### config.mk
export PLATFORM = sky130hd
export DESIGN_NAME = vga_axil_if_flat
export DESIGN_NICKNAME = d
export VERILOG_FILES = /design/src/rtl/vga_axil_if_if.sv /design/src/rtl/vga_axil_if.sv /design/src/flat_wrapper.sv
export SDC_FILE = /design/constraint.sdc
export NUM_CORES = 1
export LEC_CHECK = 0
export BUFFER_PORTS_ARGS = -buffer_cell sky130_fd_sc_hd__buf_2
export CAP_MARGIN = 5
export CELL_PAD_IN_SITES_DETAIL_PLACEMENT = 0
export CELL_PAD_IN_SITES_GLOBAL_PLACEMENT = 1
export CORE_AREA = 3 3 126 128
export CTS_CLUSTER_SIZE = 24
export DETAILED_ROUTE_END_ITERATION = 6
export DIE_AREA = 0 0 129 131
export PLACE_DENSITY = 0.87
export SYNTH_ARGS = -nofsm -noshare
export SYNTH_HDL_FRONTEND = slang
export SYNTH_SLANG_ARGS = --single-unit
### constraint.sdc
create_clock -name clk -period 2.21 [get_ports clk]
set_clock_uncertainty 0.15 [all_clocks]
set_input_delay 0.442 -clock clk [delete_from_list [all_inputs] [get_ports clk]]
set_output_delay 0.442 -clock clk [all_outputs]
set_load 0.005 [all_outputs]
### src/rtl/vga_axil_if_if.sv
// AXI4-Lite bus bundle between the VGA register-path master engine and a slave.
interface vga_axil_if_if #(
  parameter int ADDR_WIDTH = 32,
  parameter int DATA_WIDTH = 32
);
  logic [ADDR_WIDTH-1:0]   awaddr;
  logic [2:0]              awprot;
  logic                    awvalid;
  logic                    awready;
  logic [DATA_WIDTH-1:0]   wdata;
  logic [DATA_WIDTH/8-1:0] wstrb;
  logic                    wvalid;
  logic                    wready;
  logic [1:0]              bresp;
  logic                    bvalid;
  logic                    bready;
  logic [ADDR_WIDTH-1:0]   araddr;
  logic [2:0]              arprot;
  logic                    arvalid;
  logic                    arready;
  logic [DATA_WIDTH-1:0]   rdata;
  logic [1:0]              rresp;
  logic                    rvalid;
  logic                    rready;

  modport master (
    output awaddr, awprot, awvalid, wdata, wstrb, wvalid, bready,
           araddr, arprot, arvalid, rready,
    input  awready, wready, bresp, bvalid, arready, rdata, rresp, rvalid
  );

  modport slave (
    input  awaddr, awprot, awvalid, wdata, wstrb, wvalid, bready,
           araddr, arprot, arvalid, rready,
    output awready, wready, bresp, bvalid, arready, rdata, rresp, rvalid
  );
endinterface

### src/rtl/vga_axil_if.sv
// AXI4-Lite single-outstanding master: turns one-shot write/read commands
// into AW/W/B or AR/R handshakes and returns the response code and read data.
//
// state   | meaning
// IDLE    | cmd_ready high, waiting for a command
// WR_REQ  | AW and W offered, each retires on its own handshake
// WR_RESP | bready high, waiting for B
// RD_REQ  | AR offered
// RD_RESP | rready high, waiting for R
module vga_axil_if #(
  parameter int ADDR_WIDTH = 32,
  parameter int DATA_WIDTH = 32
) (
  input  logic                  clk,
  input  logic                  arst_n,
  input  logic                  cmd_valid,
  output logic                  cmd_ready,
  input  logic                  cmd_write,
  input  logic [ADDR_WIDTH-1:0] cmd_addr,
  input  logic [DATA_WIDTH-1:0] cmd_wdata,
  output logic                  rsp_valid,
  output logic [1:0]            rsp_resp,
  output logic [DATA_WIDTH-1:0] rsp_rdata,
  vga_axil_if_if.master         axil
);

  typedef enum logic [2:0] {
    IDLE    = 3'd0,
    WR_REQ  = 3'd1,
    WR_RESP = 3'd2,
    RD_REQ  = 3'd3,
    RD_RESP = 3'd4
  } state_t;

  state_t state, state_nxt;

  logic                  awvalid_q, wvalid_q, arvalid_q;
  logic [ADDR_WIDTH-1:0] awaddr_q, araddr_q;
  logic [DATA_WIDTH-1:0] wdata_q;
  logic                  accept;
  logic                  aw_done, w_done;

  assign accept  = cmd_valid && (state == IDLE);
  // A channel counts as done once its valid has dropped or is retiring this edge.
  assign aw_done = !awvalid_q || axil.awready;
  assign w_done  = !wvalid_q || axil.wready;

  always_ff @(posedge clk or negedge arst_n) begin
    if (!arst_n) state <= IDLE;
    else         state <= state_nxt;
  end

  always_comb begin
    state_nxt = state;
    unique case (state)
      IDLE:    if (cmd_valid) state_nxt = cmd_write ? WR_REQ : RD_REQ;
      WR_REQ:  if (aw_done && w_done) state_nxt = WR_RESP;
      WR_RESP: if (axil.bvalid) state_nxt = IDLE;
      RD_REQ:  if (arvalid_q && axil.arready) state_nxt = RD_RESP;
      RD_RESP: if (axil.rvalid) state_nxt = IDLE;
      default: state_nxt = IDLE;
    endcase
  end

  always_ff @(posedge clk or negedge arst_n) begin
    if (!arst_n) begin
      awvalid_q <= 1'b0;
      wvalid_q  <= 1'b0;
      arvalid_q <= 1'b0;
      awaddr_q  <= '0;
      araddr_q  <= '0;
      wdata_q   <= '0;
      rsp_valid <= 1'b0;
      rsp_resp  <= 2'b00;
      rsp_rdata <= '0;
    end else begin
      rsp_valid <= 1'b0;
      if (awvalid_q && axil.awready) awvalid_q <= 1'b0;
      if (wvalid_q && axil.wready)   wvalid_q  <= 1'b0;
      if (arvalid_q && axil.arready) arvalid_q <= 1'b0;
      if (accept) begin
        if (cmd_write) begin
          awvalid_q <= 1'b1;
          wvalid_q  <= 1'b1;
          awaddr_q  <= cmd_addr;
          wdata_q   <= cmd_wdata;
        end else begin
          arvalid_q <= 1'b1;
          araddr_q  <= cmd_addr;
        end
      end
      if (state == WR_RESP && axil.bvalid) begin
        rsp_valid <= 1'b1;
        rsp_resp  <= axil.bresp;
      end
      if (state == RD_RESP && axil.rvalid) begin
        rsp_valid <= 1'b1;
        rsp_resp  <= axil.rresp;
        rsp_rdata <= axil.rdata;
      end
    end
  end

  assign cmd_ready    = (state == IDLE);
  assign axil.awaddr  = awaddr_q;
  assign axil.awprot  = 3'b000;
  assign axil.awvalid = awvalid_q;
  assign axil.wdata   = wdata_q;
  assign axil.wstrb   = '1;
  assign axil.wvalid  = wvalid_q;
  assign axil.bready  = (state == WR_RESP);
  assign axil.araddr  = araddr_q;
  assign axil.arprot  = 3'b000;
  assign axil.arvalid = arvalid_q;
  assign axil.rready  = (state == RD_RESP);

endmodule

### src/flat_wrapper.sv
// flat-port wrapper written by rule: the top's interface ports become plain ports
module vga_axil_if_flat 
#(
  parameter int ADDR_WIDTH = 32,
  parameter int DATA_WIDTH = 32
)
  (clk, arst_n, cmd_valid, cmd_ready, cmd_write, cmd_addr, cmd_wdata, rsp_valid, rsp_resp, rsp_rdata, axil_awaddr, axil_awprot, axil_awvalid, axil_wdata, axil_wstrb, axil_wvalid, axil_bready, axil_araddr, axil_arprot, axil_arvalid, axil_rready, axil_awready, axil_wready, axil_bresp, axil_bvalid, axil_arready, axil_rdata, axil_rresp, axil_rvalid);
  vga_axil_if_if #(.ADDR_WIDTH(ADDR_WIDTH), .DATA_WIDTH(DATA_WIDTH)) axil_i ();
  input  logic clk;
  input  logic arst_n;
  input  logic cmd_valid;
  output logic cmd_ready;
  input  logic cmd_write;
  input  logic [ADDR_WIDTH-1:0] cmd_addr;
  input  logic [DATA_WIDTH-1:0] cmd_wdata;
  output logic rsp_valid;
  output logic [1:0] rsp_resp;
  output logic [DATA_WIDTH-1:0] rsp_rdata;
  output wire logic [$bits(axil_i.awaddr)-1:0] axil_awaddr;
  output wire logic [$bits(axil_i.awprot)-1:0] axil_awprot;
  output wire logic [$bits(axil_i.awvalid)-1:0] axil_awvalid;
  output wire logic [$bits(axil_i.wdata)-1:0] axil_wdata;
  output wire logic [$bits(axil_i.wstrb)-1:0] axil_wstrb;
  output wire logic [$bits(axil_i.wvalid)-1:0] axil_wvalid;
  output wire logic [$bits(axil_i.bready)-1:0] axil_bready;
  output wire logic [$bits(axil_i.araddr)-1:0] axil_araddr;
  output wire logic [$bits(axil_i.arprot)-1:0] axil_arprot;
  output wire logic [$bits(axil_i.arvalid)-1:0] axil_arvalid;
  output wire logic [$bits(axil_i.rready)-1:0] axil_rready;
  input wire logic [$bits(axil_i.awready)-1:0] axil_awready;
  input wire logic [$bits(axil_i.wready)-1:0] axil_wready;
  input wire logic [$bits(axil_i.bresp)-1:0] axil_bresp;
  input wire logic [$bits(axil_i.bvalid)-1:0] axil_bvalid;
  input wire logic [$bits(axil_i.arready)-1:0] axil_arready;
  input wire logic [$bits(axil_i.rdata)-1:0] axil_rdata;
  input wire logic [$bits(axil_i.rresp)-1:0] axil_rresp;
  input wire logic [$bits(axil_i.rvalid)-1:0] axil_rvalid;
  assign axil_awaddr = axil_i.awaddr;
  assign axil_awprot = axil_i.awprot;
  assign axil_awvalid = axil_i.awvalid;
  assign axil_wdata = axil_i.wdata;
  assign axil_wstrb = axil_i.wstrb;
  assign axil_wvalid = axil_i.wvalid;
  assign axil_bready = axil_i.bready;
  assign axil_araddr = axil_i.araddr;
  assign axil_arprot = axil_i.arprot;
  assign axil_arvalid = axil_i.arvalid;
  assign axil_rready = axil_i.rready;
  assign axil_i.awready = axil_awready;
  assign axil_i.wready = axil_wready;
  assign axil_i.bresp = axil_bresp;
  assign axil_i.bvalid = axil_bvalid;
  assign axil_i.arready = axil_arready;
  assign axil_i.rdata = axil_rdata;
  assign axil_i.rresp = axil_rresp;
  assign axil_i.rvalid = axil_rvalid;
  vga_axil_if #(.ADDR_WIDTH(ADDR_WIDTH), .DATA_WIDTH(DATA_WIDTH)) u_core (.clk(clk), .arst_n(arst_n), .cmd_valid(cmd_valid), .cmd_ready(cmd_ready), .cmd_write(cmd_write), .cmd_addr(cmd_addr), .cmd_wdata(cmd_wdata), .rsp_valid(rsp_valid), .rsp_resp(rsp_resp), .rsp_rdata(rsp_rdata), .axil(axil_i));
endmodule
Word-level counts from Yosys, hierarchy flattened. Cells that the tools add are included.

Reduce and logical (&&, ||, !) cells: 16. Equality and inequality tests: 9. Bitwise logic cells: 1. Muxes and demuxes: 20.

Operators by type and width (count): $mux 3 (5); $pmux 3 s5 (1); $mux 1 (11); $ne 2x1->1 const B (4); $logic_and 1x1->1 (7); $eq 3x2->1 const B (2); $mux 2 (3); $reduce_and 5->1 (1); $reduce_and 2->1 (2); $eq 3x1->1 const B (1); $eq 3x3->1 const B (1); $logic_not 3->1 (1); $logic_not 1->1 (2); $logic_or 1x1->1 (2); $ne 2x2->1 const B (1); $reduce_bool 2->1 (1); $not 1->1 (1).

Word-level logic and storage cells: 56. Output and inout bits: 147. Bits in registers: 137.

Depth between registers and ports, before layout.
Depth in word-level cells: 5. Depth in mapped cells: 6. Depth with buffers taken out: 3.

Worst setup path before layout. OpenSTA, ideal clock, no wires.

Path type: register to register. From: register u_core.state[1]. To: register u_core.rsp_resp[0]. Data arrival time: 1.556 ns. Stages on the path, launching flop included: 6. Required time: 1.935 ns. Buffers on the path: 2. Library setup time: 0.125 ns. Setup slack: 0.379 ns. Cell sequence: dfrtp_1 -> buf_4 -> nor4bb_1 -> buf_4 -> mux2_2 -> mux2_2.

Cells in the longest elaborated chain, start to end: 3. Elaborated cells between the ends (all ways): 6. Those cells by class: eq/ne: 2; mux: 1; reduce/logical: 3.

Ends and longest elaborated chain: from (decl) (RTL line vga_axil_if.sv:35) `state_t state, state_nxt;`; from (signal assigned) (RTL line vga_axil_if.sv:50) `else state <= state_nxt;`; $eq 3x3->1 / $eq 3x2->1 (equally long branches) (RTL line vga_axil_if.sv:96, vga_axil_if.sv:92); $logic_and 1x1->1, on equally long branches (RTL line vga_axil_if.sv:96, vga_axil_if.sv:92); $mux 2 / $reduce_bool 2->1 (equally long branches); to (signal assigned) (RTL line vga_axil_if.sv:94) `rsp_resp <= axil.bresp;`; to (signal assigned) (RTL line vga_axil_if.sv:98) `rsp_resp <= axil.rresp;`; to (decl) (RTL line vga_axil_if.sv:22) `output logic [1:0] rsp_resp,`.

Several ways; a longest one is shown, not always the timed one. A chain may end at the register's enable or synchronous reset.

Final worst setup path.
From: register u_core.state[1]. To: output port axil_rready.

Cells in the longest elaborated chain, start to end: 1.

Ends and longest elaborated chain: $eq 3x3->1 (RTL line vga_axil_if.sv:115) `assign axil.rready = (state == RD_RESP);`; to (decl) (RTL line flat_wrapper.sv:29) `output wire logic [$bits(axil_i.rready)-1:0] axil_rready;`.

No other way between the ends.

==> results by stage <==
Pwr:
- The leakage component of the power is about 3.8 nW.
- The worst-case IR drop observed on VDD is 568.2 uV.
- In this run the power density over the cells is approximately 1400 mW/mm^2.
- The total design power is 9.955 mW.

Final layout:
- Relative to the synthesized area, the layout overhead comes to 37.69%.
- Cells with a size suffix above 1 make up between 60% and 70% of the layout.
- The number of diodes is 0.
- The number of fillers in the final layout is approximately 1300.
- After routing the design area is between 0.007 and 0.008 sq mm.
- After the last flow step, the layout net total stands at approximately 700.
- The post-route non-filler standard cell count is a little under 800.

GRT:
- The global routing usage summed across all routing layers is between 10% and 20%.
- The global routing usage on met3 is approximately 5.7%.
- In the global route stage, met1 resource usage came out at 16.32%.
- The first global-routing pass estimated roughly 19000 microns of wire.
- In this run the most used layer during global routing was met2.
- The initial antenna violation count was 3.
- The global-route congestion overflow total is 0.
- Global routing used between 20% and 30% of the available met2 tracks.
- Entering global routing, the biggest net connects between 40 and 50 pins.
- The via count of the first global-routing pass is ~3800.

Drt:
- The post-detailed-routing wire length is 12910 microns.
- For this run, the detailed router's first-pass iteration total came to 4.
- The iteration-0 DRC count of the detailed router is 124.
- The residual antenna-violating net count after detailed routing is 0.
- In the routed design, unresolved DRC markers number 0.
- The average via count per standard cell is about 4.7.
- Across all layers, the routed design uses around 3700 vias.
- The detailed-route wire length per cell is 16.40 microns.

Critical path:
- The critical path's top delay family is flip-flops.
- STA classifies the critical path endpoint as an output pin.
- The maximum fanout encountered on the critical timing path is 6.
- The delay contributed by the slowest stage of the critical path is 0.47 ns.
- The signal on the critical path passes through buf_4, nor3b_2, buf_2.
- The arrival time at the worst endpoint is roughly 1.5 ns.
- The critical path contains buffers and inverters numbering 2 combined.
- The start-to-end type of the worst setup path is flip-flop to output pin.
- The critical path data required time is roughly 1.6 ns.
- On the critical path, the stage with the largest delay is an instance of sky130_fd_sc_hd__dfrtp_1.
- The reg2reg setup slack is between 0.2 and 0.25 ns.
- The startpoint identified for the worst register-to-register timing path is u_core.state[2]$_DFFE_PN0P_.
- The start point of the critical path is u_core.state[1]$_DFFE_PN0P_.
- The critical path launch point type is a flip-flop.

STA:
- After routing, the total negative slack on setup checks comes to 0 ns.
- The final hold violation count is 0.
- The post-layout minimum cycle time is between 2 and 2.5 ns.
- In the finished design, the share of the clock period the worst path needs comes to 93.05%.
- The maximum operating frequency is between 0.4 and 0.5 GHz.
- The total count of max-transition violations in the final report is 0.
- Setup violations remaining at the end of the flow were counted as 0.
- Setup repair after global routing left no endpoint under its margin.

Placed design:
- The global placer's final weighted congestion is approximately 0.75.
- Once placement finished, the instance area stood at 0.006763 sq mm.
- The detailed placement HPWL is 9751 microns.
- The number of instances in the placed design is approximately 750.
- In this run the tool buffered the top-level ports with 245 buffer cells.

CTS:
- The clock passes through at most 2 buffers.
- TritonCTS built the clock tree.
- The tree is rooted in a sky130_fd_sc_hd__clkbuf_16.
- The H-tree was split into 4 levels.
- The insertion delay to the later sink of the worst-skew pair is ~0.40 ns.
- The total clock sinks is 137.
- The clock-pin slew on the worst setup and hold paths is roughly 0.050 ns.
- The number of buffers created by CTS is 17.

Yosys:
- In this run, distinct cell masters in the synthesized netlist total 26.
- The post-synthesis average cell area is ~16 sq um.
- The cell count after synthesis came out at about 330.
- In this run the biggest area consumer among cell types represents between 60% and 70% of the synthesized area.
- In this run, synthesis produced a sequential element count of between 100 and 150.
- The synthesized design spends more area on one cell type than any other, namely sky130_fd_sc_hd__dfrtp_1.
- Yosys printed 0 warnings.
- In the post-synthesis netlist, the biggest area contributors are sky130_fd_sc_hd__dfrtp_1 (64%), sky130_fd_sc_hd__mux2_2 (27%), sky130_fd_sc_hd__buf_4 (2.0%).
- The post-synthesis sequential area ratio is 64.18%.
- The post-synthesis cell area is between 0.005 and 0.006 sq mm.

Outcome:
- The flow ran to the end, and the final reports show no timing, DRC or antenna violations.

Floorplanning:
- 256 I/O pins were placed.
- The area of the core region is 0.01498 sq mm.
- The die is between 100 and 150 microns tall.
- Once the floorplan was initialized, standard cells occupied a little over a third of the core.
- The number of placement rows is 45.
- The full die area is roughly 0.017 sq mm.
- The width of the chip is 129 microns.

Min path:
- The path type of the worst min-delay path is primary input to flip-flop.
- The start point of the worst hold path is axil_arready.

Flow run:
- The number of maximum-capacitance violations is 0.
## metrics by stage
step	utilization [%]	setup slack (ns)	hold slack, ns
2_1_floorplan	-	0.3788	-0.003591
3_3_place_gp	45.15	0.2585	0.2178
3_5_place_dp	45.15	0.2036	0.2228
4_1_cts	49.07	0.01377	0.08614
5_1_grt	49.11	0.07443	0.09063
6_report	49.11	0.1535	0.1072
## synth_stat cells
cell type,count
sky130_fd_sc_hd__nor3b_1,3
sky130_fd_sc_hd__buf_4,14
sky130_fd_sc_hd__conb_1,2
sky130_fd_sc_hd__a211oi_1,1
sky130_fd_sc_hd__a311oi_1,1
sky130_fd_sc_hd__nand2b_1,2
sky130_fd_sc_hd__nand3_2,1
sky130_fd_sc_hd__inv_1,3
sky130_fd_sc_hd__a21oi_1,1
sky130_fd_sc_hd__o21ai_0,2
sky130_fd_sc_hd__nor3_4,1
sky130_fd_sc_hd__and3_1,1
sky130_fd_sc_hd__nand3b_1,3
sky130_fd_sc_hd__mux2_2,127
sky130_fd_sc_hd__dfrtp_1,137
sky130_fd_sc_hd__buf_6,7
sky130_fd_sc_hd__nand3b_2,1
sky130_fd_sc_hd__nor4bb_1,1
sky130_fd_sc_hd__a31oi_1,1
sky130_fd_sc_hd__buf_2,5
sky130_fd_sc_hd__nand3_1,2
sky130_fd_sc_hd__nand2_1,3
sky130_fd_sc_hd__mux2_1,5
sky130_fd_sc_hd__nor2_1,2
sky130_fd_sc_hd__o2bb2ai_1,2
sky130_fd_sc_hd__clkbuf_1,1
## where the power goes
part | leakage, nW | internal [mW] | switching, mW
clock | 0.281 | 1.75 | 1.00
sequential | 1.71 | 3.63 | 0.572
combinational | 1.81 | 1.79 | 1.22
total | 3.80 | 7.16 | 2.79
## cells in the final DEF, fill, tap and decap left out, drive strengths merged, types with 4 or more instances in the layout
cell type,instances
clkinv,4
dfrtp,137
mux2,132
buf,256
nand3b,4
clkbuf,25
conb,10
## sequential cells by signal, summed over array words and instances, names as in the netlist
name,cells
u_core.state,3
u_core.axil.wdata,32
u_core.axil.awvalid,1
u_core.axil.arvalid,1
u_core.rsp_valid,1
u_core.axil.araddr,32
u_core.rsp_resp,2
u_core.rsp_rdata,32
u_core.axil.wvalid,1
u_core.axil.awaddr,32
## worst paths after layout
kind	depth (start not counted)	endpoint
max reg2reg	3	u_core.rsp_rdata[27]$_DFFE_PN0P_
max in group asynchronous	3	u_core.axil.awaddr[22]$_DFFE_PN0P_
min reg2reg	1	u_core.axil.wdata[9]$_DFFE_PN0P_
min in group asynchronous	2	u_core.axil.wdata[6]$_DFFE_PN0P_
max	3	axil_rready
min	2	u_core.axil.arvalid$_DFF_PN0_
## layer usage
metal / wire length (microns) / share of wire, % / vias to the layer above
met5: 36 / 0.28 / -
met4: 268 / 2.1 / 6
met3: 1001 / 7.8 / 29
met2: 6761 / 52 / 153
met1: 4837 / 37 / 1839
li1: - / - / 1652
## worst register-to-register path, stage by stage (launching register included)
cell,delay [ns]
sky130_fd_sc_hd__dfrtp_1,0.55
sky130_fd_sc_hd__nor4bb_4,0.33
sky130_fd_sc_hd__buf_4,0.43
sky130_fd_sc_hd__mux2_2,0.40
## what timing repair did
action,in CTS,in global routing
endpoints found under the hold margin,35,0
setup buffers,0,0
resized for setup,0,1
setup endpoints to repair,0,1
hold buffers,1,0
## final cells by class
cell class / instances / area (sq um) / area share (%)
Timing Repair Buffer: 257 / 1363 / 18.53
Clock buffer: 25 / 485.5 / 6.601
Tap cell: 188 / 235.2 / 3.198
Clock inverter: 7 / 91.34 / 1.242
Sequential cell: 137 / 3428 / 46.61
Inverter: 3 / 11.26 / 0.1531
Multi-Input combinational cell: 170 / 1740 / 23.66
## cell families (layout without fill, tap and decap cells)
family	Yosys count	after routing	share of synthesized area (%)
flops	137	137	64.18
mux	132	132	27.83
buf+inv	30	292	4.193
simple gates	20	20	2.624
compound gates	8	8	1.031
other cells	2	10	0.1406
Note: power is estimated with default switching activity, not from simulation.
